File: config.mk
export PLATFORM = sky130hd
export DESIGN_NAME = wb_host_arbiter
export DESIGN_NICKNAME = d
export VERILOG_FILES = /design/src/rtl/wb_arb_pkg.sv /design/src/rtl/rr_arbiter.sv /design/src/rtl/wb_host_arbiter.sv
export SDC_FILE = /design/constraint.sdc
export NUM_CORES = 1
export LEC_CHECK = 0
export CAP_MARGIN = 10
export CORE_MARGIN = 4
export CORE_UTILIZATION = 31
export DETAILED_ROUTE_END_ITERATION = 10
export PLACE_DENSITY = 0.71
export SYNTH_ARGS = -nofsm -noshare
export SYNTH_HDL_FRONTEND = slang
export SYNTH_HIERARCHICAL = 1
export SYNTH_SLANG_ARGS = --single-unit
File: constraint.sdc
create_clock -name wb_clk_i -period 1.5 [get_ports wb_clk_i]
set_clock_uncertainty 0.05 [all_clocks]
set_input_delay 0.45 -clock wb_clk_i [delete_from_list [all_inputs] [get_ports wb_clk_i]]
set_output_delay 0.45 -clock wb_clk_i [all_outputs]
set_load 0.005 [all_outputs]
File: src/rtl/wb_arb_pkg.sv
// Shared types and constants for the Wishbone host arbiter.
package wb_arb_pkg;

  typedef enum logic [1:0] {
    IDLE = 2'd0,
    BUS  = 2'd1,
    RESP = 2'd2
  } state_e;

  localparam int WB_ADR_W = 10;
  localparam int WB_DAT_W = 32;
  localparam int WB_SEL_W = 4;

  localparam logic [WB_DAT_W-1:0] TIMEOUT_DATA = 32'hDEAD_BEEF;

endpackage

File: src/rtl/rr_arbiter.sv
// Round-robin one-hot grant: first requester at or after the pointer, wrapping.
// The pointer moves past the granted requester when advance is strobed.
module rr_arbiter #(
  parameter int NREQ = 2
) (
  input  logic            clk,
  input  logic            rst_n,
  input  logic [NREQ-1:0] req,
  input  logic            advance,
  input  logic [NREQ-1:0] adv_gnt,
  output logic [NREQ-1:0] gnt
);

  localparam int PW = (NREQ > 1) ? $clog2(NREQ) : 1;

  logic [PW-1:0] ptr_q, ptr_d;
  logic          found;

  // Requester j has priority rank i when j == (ptr + i) mod NREQ.
  always_comb begin
    gnt   = '0;
    found = 1'b0;
    for (int i = 0; i < NREQ; i++) begin
      for (int j = 0; j < NREQ; j++) begin
        if (!found && (j == (int'(ptr_q) + i) % NREQ) && req[j]) begin
          gnt[j] = 1'b1;
          found  = 1'b1;
        end
      end
    end
  end

  always_comb begin
    ptr_d = ptr_q;
    if (advance) begin
      for (int j = 0; j < NREQ; j++) begin
        if (adv_gnt[j]) ptr_d = PW'((j + 1) % NREQ);
      end
    end
  end

  always_ff @(posedge clk or negedge rst_n) begin
    if (!rst_n) ptr_q <= '0;
    else        ptr_q <= ptr_d;
  end

endmodule

File: src/rtl/wb_host_arbiter.sv
// Shares one Wishbone slave port among NREQ requesters, one classic cycle at a time.
// Optional WB_TIMEOUT_EN aborts a BUS cycle after TIMEOUT cycles without ack/err.
module wb_host_arbiter
  import wb_arb_pkg::*;
#(
  parameter int NREQ    = 2,
  parameter int TIMEOUT = 256
) (
  input  logic                     wb_clk_i,
  input  logic                     wb_rst_i,
  input  logic [NREQ-1:0]          req_i,
  input  logic [NREQ-1:0]          req_we_i,
  input  logic [NREQ*WB_ADR_W-1:0] req_adr_i,
  input  logic [NREQ*WB_DAT_W-1:0] req_dat_i,
  input  logic [NREQ*WB_SEL_W-1:0] req_sel_i,
  output logic [NREQ-1:0]          gnt_o,
  output logic [NREQ-1:0]          done_o,
  output logic                     err_o,
  output logic [WB_DAT_W-1:0]      rdata_o,
  output logic [WB_ADR_W-1:0]      wb_adr_o,
  output logic [WB_DAT_W-1:0]      wb_dat_o,
  output logic [WB_SEL_W-1:0]      wb_sel_o,
  output logic                     wb_we_o,
  output logic                     wb_stb_o,
  output logic                     wb_cyc_o,
  input  logic [WB_DAT_W-1:0]      wb_dat_i,
  input  logic                     wb_ack_i,
  input  logic                     wb_err_i
);

  if (NREQ < 2 || NREQ > 8 || TIMEOUT < 2) begin : g_bad_cfg
    $error("wb_host_arbiter: NREQ must be 2..8 and TIMEOUT at least 2");
  end

  state_e                state_q, state_d;
  logic [NREQ-1:0]       arb_gnt, gnt_q;
  logic                  we_q, pick_we;
  logic [WB_ADR_W-1:0]   adr_q, pick_adr;
  logic [WB_DAT_W-1:0]   dat_q, pick_dat, rdata_q;
  logic [WB_SEL_W-1:0]   sel_q, pick_sel;
  logic                  err_q;
  logic                  timeout_hit;

  rr_arbiter #(.NREQ(NREQ)) u_rr (
    .clk     (wb_clk_i),
    .rst_n   (wb_rst_i),
    .req     (req_i),
    .advance (state_q == RESP),
    .adv_gnt (gnt_q),
    .gnt     (arb_gnt)
  );

`ifdef WB_TIMEOUT_EN
  localparam int CW = $clog2(TIMEOUT) + 1;
  logic [CW-1:0] tmo_cnt_q;

  // Held at zero outside BUS so every cycle starts counting from entry.
  always_ff @(posedge wb_clk_i or negedge wb_rst_i) begin
    if (!wb_rst_i)             tmo_cnt_q <= '0;
    else if (state_q != BUS)   tmo_cnt_q <= '0;
    else                       tmo_cnt_q <= tmo_cnt_q + 1'b1;
  end

  assign timeout_hit = (state_q == BUS) && (tmo_cnt_q == CW'(TIMEOUT - 1));
`else
  assign timeout_hit = 1'b0;
`endif

  always_comb begin
    pick_we  = 1'b0;
    pick_adr = '0;
    pick_dat = '0;
    pick_sel = '0;
    for (int k = 0; k < NREQ; k++) begin
      if (arb_gnt[k]) begin
        pick_we  = req_we_i[k];
        pick_adr = req_adr_i[k*WB_ADR_W +: WB_ADR_W];
        pick_dat = req_dat_i[k*WB_DAT_W +: WB_DAT_W];
        pick_sel = req_sel_i[k*WB_SEL_W +: WB_SEL_W];
      end
    end
  end

  always_comb begin
    state_d = state_q;
    unique case (state_q)
      IDLE:    if (|req_i) state_d = BUS;
      BUS:     if (wb_ack_i || wb_err_i || timeout_hit) state_d = RESP;
      RESP:    state_d = IDLE;
      default: state_d = IDLE;
    endcase
  end

  always_ff @(posedge wb_clk_i or negedge wb_rst_i) begin
    if (!wb_rst_i) state_q <= IDLE;
    else           state_q <= state_d;
  end

  always_ff @(posedge wb_clk_i or negedge wb_rst_i) begin
    if (!wb_rst_i) begin
      gnt_q   <= '0;
      we_q    <= 1'b0;
      adr_q   <= '0;
      dat_q   <= '0;
      sel_q   <= '0;
      err_q   <= 1'b0;
      rdata_q <= '0;
    end else begin
      if (state_q == IDLE && |req_i) begin
        gnt_q <= arb_gnt;
        we_q  <= pick_we;
        adr_q <= pick_adr;
        dat_q <= pick_dat;
        sel_q <= pick_sel;
      end
      // err has priority over ack; read data is kept only on a clean read.
      if (state_q == BUS) begin
        if (wb_ack_i || wb_err_i) begin
          err_q <= wb_err_i;
          if (!wb_err_i && !we_q) rdata_q <= wb_dat_i;
        end else if (timeout_hit) begin
          err_q   <= 1'b1;
          rdata_q <= TIMEOUT_DATA;
        end
      end
    end
  end

  assign gnt_o    = (state_q == BUS)  ? gnt_q : '0;
  assign done_o   = (state_q == RESP) ? gnt_q : '0;
  assign err_o    = (state_q == RESP) && err_q;
  assign rdata_o  = rdata_q;
  assign wb_cyc_o = (state_q == BUS);
  assign wb_stb_o = (state_q == BUS);
  assign wb_we_o  = (state_q == BUS) && we_q;
  assign wb_adr_o = adr_q;
  assign wb_dat_o = dat_q;
  assign wb_sel_o = sel_q;

endmodule

# == Word-level counts from Yosys, hierarchy flattened ==
# Cells that the tools add are included.
# classes
n_addsub,1
n_eq_ne,5
muxes,21
bitwise,1
reduce_logical,26
# op_table
op,count
$logic_not 32->1,2
$mux 32,2
$mux 10,2
$logic_and 1x1->1,11
$mux 1,10
$mux 2,4
$mux 4,2
$reduce_and 2->1,3
$logic_not 1->1,5
$pmux 2 s2,1
$reduce_and 3->1,1
$eq 2x1->1 const B,1
$eq 2x2->1 const A,1
$eq 2x2->1 const B,1
$logic_not 2->1,1
$ne 2x1->1 const B,1
$ne 2x2->1 const B,1
$reduce_bool 2->1,1
$reduce_or 2->1,1
$add 1x1->1 const B,1
$and 1x1->1 const A,1
$logic_or 1x1->1,1
# word_totals
regBits,85
inputBits,132
output_inout_bits,86
word_cells,63

# == Depth between registers and ports, before layout ==
# Gate-level depths: netlist (run 1).
# logic_depth
depth_word,16
ltp_mapped,7
mapped_depth_nobuf,5

# == Hierarchy ==
# Netlist (run 1), hierarchy kept.
# by_module_without_submodules
mod,n_inst,cells_each,area_each_um2,seq_area_each_um2
wb_host_arbiter,1,252,3658.5,2102.0
rr_arbiter,1,6,53.8,25.0

# == Worst setup path before layout (run 1) ==
# OpenSTA, ideal clock, no wires.
# synth_path
kind,input to register
start,input req_i[1]
end,"register adr_q[0], in the netlist wb_adr_o[0]"
setup_time_ns,0.125
arrival_time_ns,1.546
t_required_ns,1.325
slack_ns,-0.220
stages,6
path_buffers,2
path_cell_list,a21boi_1 > nor2b_1 > buf_2 > buf_1 > a22o_1 > mux2_2
# synth_between
elab_chain_len,11
elab_cells_between_ends,16
classes_between,mux: 7; reduce/logical: 9
# synth_rtl
element,line,rtl
from (decl),wb_host_arbiter.sv:11,"input logic [NREQ-1:0] req_i,"
$logic_and 1x1->1,rr_arbiter.sv:25,if (!found && (j == (int'(ptr_q) + i) % NREQ) && req[j]) begin
$mux 1,rr_arbiter.sv:25,
$logic_not 1->1,rr_arbiter.sv:25,
$logic_and 1x1->1 (2 in series),rr_arbiter.sv:25,
$mux 1,rr_arbiter.sv:25,
$logic_not 1->1,rr_arbiter.sv:25,
$logic_and 1x1->1 (2 in series),rr_arbiter.sv:25,
$mux 1,rr_arbiter.sv:25,
$mux 10,wb_host_arbiter.sv:75,if (arb_gnt[k]) begin
to (signal assigned),wb_host_arbiter.sv:112,adr_q <= pick_adr;
to (decl),wb_host_arbiter.sv:38,"logic [WB_ADR_W-1:0] adr_q, pick_adr;"
# Parallel ways exist; a longest one is shown, timed or not.
# A chain may end at the register's enable or synchronous reset.

# == Final worst setup path (run 1) ==
# layout_path
start,register state_q[1]
end,output wb_we_o
# layout_between
elab_chain_len,2
# layout_rtl
element,line,rtl
from (decl),wb_host_arbiter.sv:35,"state_e state_q, state_d;"
from (signal assigned),wb_host_arbiter.sv:96,else state_q <= state_d;
$eq 2x1->1,wb_host_arbiter.sv:135,assign wb_we_o = (state_q == BUS) && we_q;
$logic_and 1x1->1,wb_host_arbiter.sv:135,
to (decl),wb_host_arbiter.sv:23,"output logic wb_we_o,"
# No other way between the ends.

==> results of run 1 <==
==> registers in the layout, summed over array words and instances (netlist names) <==
register,count
u_rr/ptr_q,1
we_q,1
rdata_o,32
wb_sel_o,4
wb_adr_o,10
wb_dat_o,32
err_q,1
gnt_q,2
state_q,2
==> what timing repair did <==
action,4_1_cts,5_1_grt
pin swaps,3,2
cloned,8,1
endpoints found under the setup margin,167,150
gates resized for setup,194,117
buffers inserted,18,26
==> worst max-delay path by stage <==
stage,start,endpoint,cells past startpoint
global placement,req_i[0],wb_adr_o[7],5
floorplan,req_i[0],wb_adr_o[0],6
finish,state_q[1],wb_we_o,5
CTS,state_q[1],wb_we_o,5
detailed placement,req_i[0],wb_adr_o[7],5
global route,state_q[1],wb_we_o,5
==> worst reg2reg max path, delay by kind of cell (launching register included) <==
family                 cells  cell delay (ns)
muxes                      1             0.30
and+or+nand+nor            2             0.26
DFF                        1             0.39
buffers and inverters      5             0.67
==> area by class of cell <==
type,instances,area share
inverter,1,0.000514
multi-input combinational,152,0.250
sequential,85,0.291
timing repair buffer,284,0.394
clock buffer,11,0.0332
clock inverter,5,0.00685
tap,143,0.0245
==> cell families (layout without fill, tap and decap cells) <==
group,count (synthesis),after routing,synth area share
DFF,85,85,0.573
muxes,81,81,0.246
buffers and inverters,21,301,0.0313
and+or+nand+nor,18,18,0.0290
AOI/OAI and AO/OA,53,53,0.121
==> stage by stage <==
| stage | power, mW | instance area, sq um | TNS, ns |
|---|---|---|---|
| after detailed placement | 9.12 | 6200 | -43.92 |
| after global routing | 13.7 | 7310 | -21.79 |
| after global placement | 8.99 | 6200 | -41.19 |
| final | 13.0 | 7310 | -15.35 |
| after CTS | 12.0 | 6950 | -22.89 |
| after floorplan | 5.94 | 3750 | -3.25 |
==> layer usage <==
metal,routed length (um),GRT usage
met5,0,0
met3,937,0.0616
met2,6390,0.305
met4,252,0.0609
met1,5010,0.198
==> cell usage after synthesis (all sizes together) <==
cell,number,area share
nor2b,4,0.0067
a22o,47,0.11
nor3,1,0.0013
dfrtp,85,0.57
nand2,3,0.0030
buf,17,0.027
nand3,1,0.0047
a21boi,2,0.0040
a21o,1,0.0020
clkbuf,3,0.0030
a21oi,2,0.0027
mux2,81,0.25
and2,6,0.010
nor2,3,0.0030
inv,1,0.0010
o21ai,1,0.0013
==> power by group <==
group / total [mW] / switching [mW] / internal [mW] / leakage (nW)
clock: 2.19 / 0.863 / 1.32 / 0.149
combinational: 6.89 / 2.22 / 4.67 / 2.31
sequential: 3.95 / 0.592 / 3.36 / 1.06
==> flow_metrics.tcl, run 1 <==
set metrics [dict create \
    dp_cells 622 \
    yosys_warnings 6 \
    grtUsageTotal 0.175 \
    grt-ovfl-total 0 \
    irDropWorstVdd_v 0.000720 \
    critical_path_class "reg2out" \
    io_buffers 217 \
    wl_per_cell_um 18.5 \
    syn_area_per_cell_sq_um 14.4 \
    timing.fmax_mhz 552 \
    cts_made_buffers 9 \
    clock-sinks 85 \
    worst_slack_ns -0.312 \
    final_common_cell "clkdlybuf4s50_1" \
    stdcell_count 681 \
    drt_iter0_drc 174 \
    via_count 3250 \
    start_util 0.321 \
    die_y_um 117 \
    core_sq_um 11600 \
    grt_pass1_wl_um 19400 \
    gp_congestion 0.772 \
    multi_input_area_sq_um 1830 \
    die_x_um 117 \
    areaGrowthSynthToFinish_pct 96.8 \
    cts_max_level 3 \
    worstPathArrival_ns 1.31 \
    holdBufCountCts 0 \
    remaining_drc_errors 0 \
    crit_buf_inv 3 \
    seq_area_frac_synth 0.573 \
    period_needed_ns 1.81 \
    seqCellArea_sq_um 2130 \
    root_buffer "clkbuf_16" \
    max_slew_margin 0.694 \
    hp-class "in2async" \
    dp_slack_ns -0.616 \
    final-setup-viol-count 89 \
    antenna_cells 0 \
    ios 218 \
    worstReg2RegEnd "rdata_o[17]" \
    syn_inst 258 \
    via_per_inst 4.77 \
    path_clk_slew_ns 0.06 \
    hold_violations 0 \
    outcome "finished with violations" \
    ff2ff_path_depth 8 \
    die_area_sq_um 13800 \
    cts_tree "yes" \
    critPathRequiredTime_ns 1.00 \
    path_max_fanout 4 \
    period_share 1.21 \
    nets 665 \
    hold-worst-slack_ns 0.104 \
    rows 39 \
    clk_latency_ns 0.32 \
    slew_viol_final 0 \
    post-route-util 0.632 \
    cp_top_family "flip-flops" \
    r2r-start "state_q[1]" \
    violations "negative setup slack" \
    ys_ff_latch 85 \
    tightest_slew_ns 0.459 \
    dp_hpwl_um 8200 \
    n_fill_cell 919 \
    syn_area_sq_um 3710 \
    p_per_area_nw_per_um2 1780 \
    final_cell_mix "clkdlybuf4s50_1 (128), dfrtp_1 (84), mux2_4 (79), clkdlybuf4s15_1 (56), a22o_1 (47)" \
    worst_setup_path_end_kind "output port" \
    cpMaxStageDelayCell "dfrtp_1" \
    antenna_found_initial 0 \
    crit_path_cell_trace "buf_6 > nor2b_4 > buf_6 > and2_4 > buf_6" \
    slowest_delay_ns 0.39 \
    dr.pass1.iters 4 \
    ys_types 21 \
    r2r_slack_ns -0.27 \
    syn_nets 390 \
    grt_max_degree 86 \
    cts_buffer_depth 2 \
    cp-start-kind "flop" \
    drive_gt1_frac 0.344 \
    maxCapViolCount 0 \
    rsz0062_at_grt "yes" \
    routed_wl_um 12600 \
    grt_pass1_vias 3666 \
    leakage_nw 3.51 \
    cpMostUsedCell "buf_6" \
    postRouteAntennaNets 0 \
]
(Power assumes the default switching activity.)
==> run 2: changes to the inputs <==
CTS_CLUSTER_DIAMETER = 50   (was default)
==> results of run 2 <==
Final layout, timing and power as in run 1 (identical DEF).
